File: src/rtl/stopwatch_counter.sv
// -----------------------------------------------------------------------------
// stopwatch_counter
//   Four-digit BCD stopwatch core showing SS.hh: tens of seconds, seconds,
//   tenths and hundredths. It sits between the debounced key-pulse logic and
//   the 7-segment display driver.
//   One key toggles start/pause, and the other key clears the count.
//   An internal prescaler divides clk down to the hundredth-second tick.
//
// Ports
//   clk            in   1  system clock, rising edge
//   rst_n          in   1  asynchronous active-low reset
//   key_ps_en      in   1  start/pause request (debounced, active-high level)
//   key_rst_en     in   1  clear request (debounced, active-high level)
//   numcount4_out  out  4  BCD tens of seconds
//   numcount3_out  out  4  BCD seconds
//   numcount2_out  out  4  BCD tenths
//   numcount1_out  out  4  BCD hundredths
//
// States
//   state | meaning
//   ------+--------------------------------------------------
//   STOP  | digits and prescaler hold (pause keeps partial count)
//   RUN   | prescaler advances, and digits step on every tick
// -----------------------------------------------------------------------------
module stopwatch_counter #(
  parameter int TICK_DIV = 10,
  parameter int CNT_W    = 20
) (
  input  logic       clk,
  input  logic       rst_n,
  input  logic       key_ps_en,
  input  logic       key_rst_en,
  output logic [3:0] numcount4_out,
  output logic [3:0] numcount3_out,
  output logic [3:0] numcount2_out,
  output logic [3:0] numcount1_out
);

  typedef enum logic {STOP = 1'b0, RUN = 1'b1} state_t;

  localparam logic [CNT_W-1:0] LP_TC  = CNT_W'(TICK_DIV - 1);
  localparam logic [CNT_W-1:0] LP_ONE = CNT_W'(1);

  state_t           r_state;
  state_t           w_state_nxt;
  logic             r_ps_prev;
  logic             r_rst_prev;
  logic [CNT_W-1:0] r_presc;
  logic [3:0]       r_d1, r_d2, r_d3, r_d4;
  logic [3:0]       w_n1, w_n2, w_n3, w_n4;
  logic             w_ps_edge;
  logic             w_rst_edge;
  logic             w_tick;
  logic             w_c1, w_c2, w_c3;

  // Edges act on the same clk edge that first samples the key high.
  assign w_ps_edge  = key_ps_en  & ~r_ps_prev;
  assign w_rst_edge = key_rst_en & ~r_rst_prev;
  assign w_tick     = (r_state == RUN) && (r_presc == LP_TC);

  always_ff @(posedge clk or negedge rst_n) begin
    if (!rst_n) begin
      r_ps_prev  <= 1'b0;
      r_rst_prev <= 1'b0;
    end else begin
      r_ps_prev  <= key_ps_en;
      r_rst_prev <= key_rst_en;
    end
  end

  always_ff @(posedge clk or negedge rst_n) begin
    if (!rst_n) r_state <= STOP;
    else        r_state <= w_state_nxt;
  end

  // A clear takes priority over a simultaneous start/pause edge.
  always_comb begin
    w_state_nxt = r_state;
    if (w_rst_edge) begin
      w_state_nxt = STOP;
    end else if (w_ps_edge) begin
      case (r_state)
        STOP:    w_state_nxt = RUN;
        RUN:     w_state_nxt = STOP;
        default: w_state_nxt = STOP;
      endcase
    end
  end

  always_ff @(posedge clk or negedge rst_n) begin
    if (!rst_n) begin
      r_presc <= '0;
    end else if (w_rst_edge) begin
      r_presc <= '0;
    end else if (r_state == RUN) begin
      r_presc <= w_tick ? '0 : r_presc + LP_ONE;
    end
  end

  // Ripple carry through the digits. Any out-of-range code is forced to 0.
  assign w_c1 = w_tick && (r_d1 == 4'd9);
  assign w_c2 = w_c1   && (r_d2 == 4'd9);
  assign w_c3 = w_c2   && (r_d3 == 4'd9);

  always_comb begin
    w_n1 = (r_d1 > 4'd9) ? 4'd0 : r_d1;
    w_n2 = (r_d2 > 4'd9) ? 4'd0 : r_d2;
    w_n3 = (r_d3 > 4'd9) ? 4'd0 : r_d3;
    w_n4 = (r_d4 > 4'd9) ? 4'd0 : r_d4;
    if (w_tick && r_d1 <= 4'd9) w_n1 = (r_d1 == 4'd9) ? 4'd0 : r_d1 + 4'd1;
    if (w_c1   && r_d2 <= 4'd9) w_n2 = (r_d2 == 4'd9) ? 4'd0 : r_d2 + 4'd1;
    if (w_c2   && r_d3 <= 4'd9) w_n3 = (r_d3 == 4'd9) ? 4'd0 : r_d3 + 4'd1;
    if (w_c3   && r_d4 <= 4'd9) w_n4 = (r_d4 == 4'd9) ? 4'd0 : r_d4 + 4'd1;
    if (w_rst_edge) begin
      w_n1 = 4'd0;
      w_n2 = 4'd0;
      w_n3 = 4'd0;
      w_n4 = 4'd0;
    end
  end

  always_ff @(posedge clk or negedge rst_n) begin
    if (!rst_n) begin
      r_d1 <= 4'd0;
      r_d2 <= 4'd0;
      r_d3 <= 4'd0;
      r_d4 <= 4'd0;
    end else begin
      r_d1 <= w_n1;
      r_d2 <= w_n2;
      r_d3 <= w_n3;
      r_d4 <= w_n4;
    end
  end

  assign numcount1_out = r_d1;
  assign numcount2_out = r_d2;
  assign numcount3_out = r_d3;
  assign numcount4_out = r_d4;

endmodule

File: config.mk
export PLATFORM = sky130hd
export DESIGN_NAME = stopwatch_counter
export DESIGN_NICKNAME = d
export VERILOG_FILES = /design/src/rtl/stopwatch_counter.sv
export SDC_FILE = /design/constraint.sdc
export NUM_CORES = 1
export LEC_CHECK = 0
export BUFFER_PORTS_ARGS = -buffer_cell sky130_fd_sc_hd__buf_2
export CAP_MARGIN = 20
export CORE_MARGIN = 5
export CORE_UTILIZATION = 35
export CTS_BUF_LIST = sky130_fd_sc_hd__clkbuf_4 sky130_fd_sc_hd__clkbuf_8
export DETAILED_ROUTE_END_ITERATION = 10
export PLACE_DENSITY_LB_ADDON = 0.12
export SETUP_SLACK_MARGIN = 0.1
export SLEW_MARGIN = 30
export SYNTH_ARGS = -nofsm -noshare
export SYNTH_HDL_FRONTEND = slang
export SYNTH_SLANG_ARGS = --single-unit
File: constraint.sdc
create_clock -name clk -period 4.6 [get_ports clk]
set_input_delay 0.69 -clock clk [delete_from_list [all_inputs] [get_ports clk]]
set_output_delay 0.69 -clock clk [all_outputs]
set_load 0.01 [all_outputs]
==> results of run 1 <==
-- cells in the final DEF, fill, tap and decap left out, types with 2 or more instances in the layout --
master / instances
a21oi_1: 4
nand2_1: 13
xnor2_1: 26
dfrtp_1: 39
ha_1: 2
nor4_4: 2
nand4b_1: 2
nor4_1: 3
nor3_1: 18
or3_1: 2
buf_2: 18
mux2i_1: 4
clkbuf_8: 6
o21ai_0: 5
nand2b_1: 3
nand3_1: 10
nand3b_1: 2
nor2b_1: 2
nor2_1: 29
nor3b_1: 3
inv_1: 9
xor2_1: 3
nor4_2: 4
nor3_2: 3
and4_1: 2
and3_1: 5
buf_4: 2
-- layout make-up --
type | count | area (sq um) | share of cell area (%)
inverters | 9 | 33.8 | 1.42
well taps | 75 | 93.8 | 3.94
clock buffers | 6 | 82.6 | 3.46
repair buffers | 20 | 105 | 4.41
clock inverters | 2 | 35.0 | 1.47
multi-input cells | 158 | 1060 | 44.4
flip-flops and latches | 39 | 976 | 40.9
-- kinds of logic (layout without fill, tap and decap cells) --
logic type               count (synthesis)  after routing  synth area share (%)
AND/OR/NAND/NOR                        112            112                  32.5
XOR/XNOR                                29             29                  12.1
AO/OA/AOI/OAI                           11             11                  2.75
flip-flops                              39             39                  46.6
buffers and inverters                   14             37                  2.93
adder cells (fa/ha/maj)                  2              2                  1.19
multiplexers                             4              4                  1.91
-- report_power, final --
group	switching, mW	internal (mW)
sequential	0.0211	0.356
clock	0.121	0.176
combinational	0.0413	0.0257
total	0.183	0.557
-- state kept, by name, indices dropped and copies added, names as in the netlist --
register       count
numcount1_out      4
r_state            1
numcount2_out      4
r_presc           20
r_ps_prev          1
numcount3_out      4
r_rst_prev         1
numcount4_out      4
-- critical path: stages (launching register included) --
cell and delay [ns]:
dfrtp_1 0.43, nor4_2 0.34, nand3_2 0.32, or2_1 0.39, nand2_2 0.31, nor2_1 0.09
-- routing by layer --
metal,wire (microns),vias up
li1,-,769
met1,2100,719
met2,1980,18
met3,146,7
met4,68,0
met5,0,-
-- worst paths after layout --
path	slack (ns)	startpoint	endpoint	depth (start not counted)
setup / recovery	2.58	r_presc[10]	r_presc[4]	5
hold / removal	0.35	rst_n	numcount1_out[0]	1
setup reg to reg	2.58	r_presc[10]	r_presc[4]	5
hold reg to reg	0.52	numcount1_out[3]	numcount1_out[2]	1
max in group asynchronous	3.89	rst_n	r_presc[5]	1
min in group clk	0.52	key_ps_en	r_ps_prev	1
-- through the flow --
step	setup WS (ns)	hold slack [ns]	utilization (%)	total power [mW]
global route	2.40	0.398	40.5	0.782
CTS	2.53	0.505	40.5	0.758
floorplan	2.73	0.394	-	0.430
detailed placement	2.34	0.506	38.5	0.453
finish	2.58	0.355	40.5	0.740
global placement	2.37	0.519	38.5	0.453
==> out/results.ini, run 1 <==
[clocking]
numCtsBuffers = 5
hold_buffers = 0
insertion_delay_ns = 0.29
cts-root-buf = clkbuf_8
cts_max_level = 2
cts_setup_buffers = 0
clk_pin_slew_ns = 0.08
cts.repair.resized = 0
clock_sinks = 39
cts_tree = yes
clock_path_buffers = 2

[global_routing]
grt_pass1_wl_mm = 7.71
antenna_found_initial = 0
grt_overflow = 0
met1_usage_pct = 17.0
grt_pass1_vias = 1590
grt_max_degree = 40
track_usage_pct = 12.9
busiest_layer = met2
met3_usage_pct = 2.84
grt.met2_usage_pct = 20.8

[yosys]
synth_flop_cell = dfrtp_1
ys_types = 38
yosysTopAreaCell = dfrtp_1
ys_seq_area_share_pct = 46.6
post-synth-top-area-fraction_pct = 46.6
synth_cells = 211
netlist_area_sq_um = 2090
netlist_top_cells_count = dfrtp_1, nor2_1, xnor2_1
syn_avg_cell_area_sq_um = 9.93
synth_area_leaders = dfrtp_1, xnor2_1, nor2_1
synth_nets = 217
synth_most_common_cell = dfrtp_1
yosysWarnings = 0
synthArstFlopShare_pct = 100
synth-edff-count = 0
synth_seq_cells = 39

[layout]
antennaDiodeCount = 0
drive_above_1_share_pct = 18.4
fillers = 609
syn2layout_area_growth_pct = 13.8
fin_cells = 309
final_area_sq_um = 2380
fin_nets = 239

[setup_path]
crit_arrival_ns = 2.19
path_max_fanout = 16
worstSetupPathType = reg -> reg
end_kind = register
cp.required_ns = 4.77
startpoint_type = register

[timing]
period_share_pct = 43.9
skew_ns = 0.00482
tightest_slew_ns = 0.726
slew_headroom_pct = 51.4
setup_viol = 0
clock.fmax_mhz = 495
grt_setup_unrepaired = no
min_period_ns = 2.02
finalHoldViolations = 0
final.setup.tns_ns = 0
maxSlewViolCount = 0

[power]
powerDensity_nw_per_um2 = 311
power.leakage_nw = 1.03
ir_worst_vdd_mv = 0.125

[route]
post_drt_wl_per_cell_microns = 13.9
vias = 1513
routed_via_density = 4.90
first_iter_violations = 24
first_pass_iters = 4
drc = 0
antenna_left = 0
routed_wirelength_mm = 4.30

[placed_design]
place_inst = 301
placed_area_sq_um = 2260
portBuffers = 19
gp_congestion = 0.707
dp_hpwl_mm = 2.90

[floorplan]
die_w_microns = 87.4
start_util_pct = 35.6
pin_count = 20
die_h_microns = 87.4
dieArea_sq_um = 7630
coreArea_sq_um = 5890
rows = 28

[outcome]
outcome = finished, final reports clean

[run]
maxCapViolations = 0

[min_path]
hold_class = in -> async

(Power assumes the default switching activity.)
==> run 2: changes to the inputs <==
--- a/config.mk
+++ b/config.mk
@@ -5,6 +5,7 @@
 export SDC_FILE = /design/constraint.sdc
 export NUM_CORES = 1
 export LEC_CHECK = 0
+export ABC_AREA = 1
 export BUFFER_PORTS_ARGS = -buffer_cell sky130_fd_sc_hd__buf_2
 export CAP_MARGIN = 20
 export CORE_MARGIN = 5
==> constraint.sdc (replaced) <==
create_clock -name clk -period 2 [get_ports clk]
set_input_delay 0.3 -clock clk [delete_from_list [all_inputs] [get_ports clk]]
set_output_delay 0.3 -clock clk [all_outputs]
set_load 0.01 [all_outputs]
==> out/results.ini, run 2 <==
[global_routing]
track_usage_pct = 13.9
grt_pass1_wl_mm = 9.55
grt_pass1_vias = 2032
grt_max_degree = 40
grt_overflow = 0
antenna_found_initial = 0

[yosys]
synth-edff-count = 0
syn_avg_cell_area_sq_um = 7.26
ys_seq_area_share_pct = 40.5
synth_nets = 338
ys_types = 29
synthArstFlopShare_pct = 100
yosysWarnings = 0
netlist_area_sq_um = 2410
synth_area_leaders = dfrtp_1, nand2_1, nor2_1
yosysTopAreaCell = dfrtp_1
netlist_top_cells_count = nand2_1, nor2_1, inv_1
post-synth-top-area-fraction_pct = 40.5
synth_cells = 332
synth_seq_cells = 39
synth_flop_cell = dfrtp_1

[placed_design]
placed_area_sq_um = 2620
dp_hpwl_mm = 4.14
pre_cts_slack_ns = 0.334
portBuffers = 19
gp_congestion = 0.777

[layout]
final_common_cell = nand2_1
final_util_pct = 40.4
largest-register = r_presc
fin_nets = 365
drive_above_1_share_pct = 14.7
antennaDiodeCount = 0
final_area_sq_um = 2730
syn2layout_area_growth_pct = 13.3
mostFrequentLayoutCells = nand2_1, nor2_1, inv_1
largest_reg_flops = 20

[min_path]
hold_class = in -> async

[clocking]
clock_sinks = 39
cts_setup_buffers = 0
insertion_delay_ns = 0.30
clock_path_buffers = 2
cts_max_level = 2
cts_tree = yes
numCtsBuffers = 5
cts-root-buf = clkbuf_8
clk_pin_slew_ns = 0.09

[setup_path]
path_max_fanout = 10
worstSetupPathType = reg -> reg
startpoint_type = register
cpMaxStageDelayCell = dfrtp_1
end_kind = register
cp.required_ns = 2.20
crit_arrival_ns = 1.90
cp_top_family = simple AND/OR/NAND/NOR gates
r2r_cells = 9
cp_num_cells = 9
worstPathCellList = ha_1 > nand2_1 > inv_1 > nand2_1 > inv_1 > nand3_4 > nand2_2 > buf_4 > nor3b_1
slowest_delay_ns = 0.41
critPathBufInv = 3

[timing]
tightest_slew_ns = 0.530
setup_ws_ns = 0.302
setup_viol = 0
slew_headroom_pct = 64.6
min_period_ns = 1.70
final.setup.tns_ns = 0
skew_ns = 0.00718
finalHoldViolations = 0
period_share_pct = 84.9
maxSlewViolCount = 0
whs_ns = 0.0622
grt_setup_unrepaired = no
clock.fmax_mhz = 589

[floorplan]
die_h_microns = 93.0
coreArea_sq_um = 6760
rows = 30
die_w_microns = 93.0
pin_count = 20
dieArea_sq_um = 8640
start_util_pct = 35.7

[power]
power.leakage_nw = 1.35
powerDensity_nw_per_um2 = 643
ir_worst_vdd_mv = 0.405

[route]
antenna_left = 0
first_iter_violations = 87
vias = 2136
routed_via_density = 4.85
drc = 0
first_pass_iters = 4
routed_wirelength_mm = 5.61
post_drt_wl_per_cell_microns = 12.8

[outcome]
outcome = finished, final reports clean

[run]
maxCapViolations = 0

-- run 2: cell count changes in the layout (fill, tap and decap cells not counted), moves of 5 or more --
cell / delta
nor2_4: +5
xor2_1: +6
nor2_2: +7
xnor2_1: -23
nor2_1: +32
and3_1: -5
nor3_1: -10
nand4_1: +11
inv_1: +41
nand3_1: +19
o21ai_0: +9
nand2_1: +49
-- run 2: repair_timing --
item                                    CTS  global route
gates resized for setup                   0             1
endpoints found under the setup margin    0             2
hold buffers                              0             0
hold endpoints to repair                  0             0
-- run 2: path summary, 6_finish.rpt --
check | slack [ns] | to | startpoint
worst max-delay path | 0.30 | r_presc[8] | r_presc[0]
worst min-delay path | 0.06 | numcount1_out[3] | rst_n
worst max register to register | 0.30 | r_presc[8] | r_presc[0]
worst min register to register | 0.58 | r_state | r_ps_prev
max in group asynchronous | 1.57 | r_state | rst_n
min in group clk | 0.12 | r_rst_prev | key_rst_en
-- run 2: cell type report --
cell class	instances	area [sq um]
Fill cell	719	4030
Clock inverter	3	43.8
Sequential cell	39	976
Tap cell	80	100
Clock buffer	5	68.8
Multi-Input combinational cell	237	1210
Inverter	52	195
Timing Repair Buffer	24	133
-- run 2: per-layer routing --
metal	global-route usage (%)	wire (microns)
met5	0	0
met4	4.40	78
met3	3.06	213
met2	21.8	2500
met1	19.1	2830
-- run 2: logic make-up after synthesis --
kind of cell	after synthesis	synth area share (%)
XOR/XNOR	12	4.36
AND/OR/NAND/NOR	195	38.5
buffers and inverters	56	9.19
flip-flops	39	40.5
adder cells (fa/ha/maj)	2	1.04
AO/OA/AOI/OAI	28	6.39
-- run 2: power breakdown --
group | leakage (nW) | switching (mW) | internal (mW)
combinational | 0.754 | 0.145 | 0.0719
sequential | 0.535 | 0.0386 | 0.823
clock | 0.0581 | 0.306 | 0.372
total | 1.35 | 0.489 | 1.27
-- run 2: through the flow --
| step | cells | power [mW] |
|---|---|---|
| floorplan | 332 | 1.02 |
| global placement | 432 | 1.09 |
| detailed placement | 432 | 1.10 |
| CTS | 440 | 1.79 |
| global route | 440 | 1.86 |
| finish | 440 | 1.76 |
==> run 3: changes to the inputs <==
==> constraint.sdc (replaced) <==
create_clock -name clk -period 1.61 [get_ports clk]
set_input_delay 0.2415 -clock clk [delete_from_list [all_inputs] [get_ports clk]]
set_output_delay 0.2415 -clock clk [all_outputs]
set_load 0.01 [all_outputs]
==> out/results.ini, run 3 (synthesis gave the netlist of run 2 again) <==
[timing]
skew_ns = 0.00649
clock.fmax_mhz = 617
finalHoldViolations = 0
period_share_pct = 101
whs_ns = 0.0668
grt_setup_unrepaired = yes
maxSlewViolCount = 0
tightest_slew_ns = 0.427
slew_headroom_pct = 71.5
min_period_ns = 1.62
setup_viol = 1
setup_ws_ns = -0.0114

[clocking]
cts_tree = yes
clock_path_buffers = 2
insertion_delay_ns = 0.29
cts-root-buf = clkbuf_8
numCtsBuffers = 5
clk_pin_slew_ns = 0.08
cts_max_level = 2
clock_sinks = 39

[floorplan]
coreArea_sq_um = 6760
dieArea_sq_um = 8640
die_w_microns = 93.0
pin_count = 20
die_h_microns = 93.0
start_util_pct = 35.7
rows = 30

[route]
routed_via_density = 4.73
post_drt_wl_per_cell_microns = 12.5
antenna_left = 0
first_pass_iters = 4
first_iter_violations = 47
routed_wirelength_mm = 5.91
vias = 2239
drc = 0

[setup_path]
worstPathCellList = inv_2 > ha_4 > nand2_2 > inv_2 > nand2_2 > inv_2 > nand3_4 > nor2_4 > nand3_4 > nand3_1 > nand2_1
cp_top_family = simple AND/OR/NAND/NOR gates
cp_num_cells = 11
slowest_delay_ns = 0.41
worst_r2r_endpoint = numcount4_out[2]
r2r_slack_ns = -0.01
critPathMostFrequentCell = inv_2
r2r_cells = 11
cpMaxStageDelayCell = dfrtp_1
reg2reg_from = r_presc[1]
end_kind = register
cp.required_ns = 1.79
startpoint_type = register
worstSetupPathType = reg -> reg
worstSetupStartpoint = r_presc[1]
crit_arrival_ns = 1.81
critPathBufInv = 3
cp-endpoint = numcount4_out[2]
path_max_fanout = 5

[global_routing]
grt_pass1_vias = 2116
track_usage_pct = 14.2
grt_max_degree = 17
grt_pass1_wl_mm = 10.0
antenna_found_initial = 0
grt_overflow = 0

[outcome]
failed_checks = setup timing
outcome = finished, violations left

[min_path]
hold_class = in -> reg
min_from = key_rst_en

[layout]
antennaDiodeCount = 0
largest_reg_flops = 20
final_common_cell = nand2_1
syn2layout_area_growth_pct = 30.9
register_area_sq_um = 982
multiInputGateArea_sq_um = 1370
drive_above_1_share_pct = 32.3
largest-register = r_presc
fin_nets = 398
mostFrequentLayoutCells = nand2_1, nor2_1, inv_1
fin_cells = 473
fillers = 689

[power]
ir_worst_vdd_mv = 0.541
power.leakage_nw = 1.53
powerDensity_nw_per_um2 = 736

[placed_design]
place_inst = 458
portBuffers = 19
gp_congestion = 0.798
pre_cts_slack_ns = -0.00438
dp_hpwl_mm = 4.48

[run]
maxCapViolations = 0

run 3: cell types whose count changed in the layout (fill, tap and decap cells not counted), sizes merged:
cell         delta
buf            +32
clkinv          -2
clkbuf          +1
dlygate4sd3     +1
inv             +1
run 3: what timing repair did:
action                     in CTS  in global routing
setup buffers                   5                  1
pin swaps                       5                 14
hold buffers                    1                  0
hold endpoints to repair       14                  0
gates resized for setup        17                 42
setup endpoints to repair      32                 35
run 3: area by class of cell:
class,instances,share of cell area (%)
Clock inverter,2,1.11
Clock buffer,6,2.62
Tap cell,80,3.17
Inverter,52,6.19
Multi-Input combinational cell,237,43.5
Timing Repair Buffer,57,12.3
Sequential cell,39,31.1
run 3: worst min-delay path by stage:
stage	end	slack, ns	cells past startpoint
6_report	r_rst_prev	0.07	1
5_1_grt	r_rst_prev	0.07	1
3_5_place_dp	r_presc[11]	0.21	1
2_1_floorplan	numcount1_out[0]	-0.05	0
3_3_place_gp	r_presc[13]	0.21	1
4_1_cts	r_rst_prev	0.06	1
run 3: report_power, final:
group          total (mW)  internal (mW)  switching, mW
logic               0.371          0.150          0.221
registers            1.09           1.03         0.0630
clock network       0.857          0.502          0.355
run 3: per-stage QoR:
| stage | instance area, sq um | util, % | setup TNS [ns] | total power, mW |
|---|---|---|---|---|
| after floorplan | 2410 | - | 0 | 1.27 |
| after global placement | 2810 | 41.6 | -0.00863 | 1.39 |
| after detailed placement | 2810 | 41.6 | -0.00775 | 1.40 |
| after CTS | 3020 | 44.7 | 0 | 2.30 |
| after global routing | 3150 | 46.7 | -1.22 | 2.44 |
| final | 3150 | 46.7 | -0.0114 | 2.32 |
run 3: routing by layer:
metal / part of all wire [%] / track usage, % / up-vias / routed length [microns]
li1: - / - / 1180 / -
met1: 53 / 21.1 / 1035 / 3150
met2: 44 / 21.2 / 22 / 2580
met3: 2.4 / 2.74 / 2 / 143
met4: 0.58 / 3.42 / 0 / 34
met5: 0 / 0 / - / 0
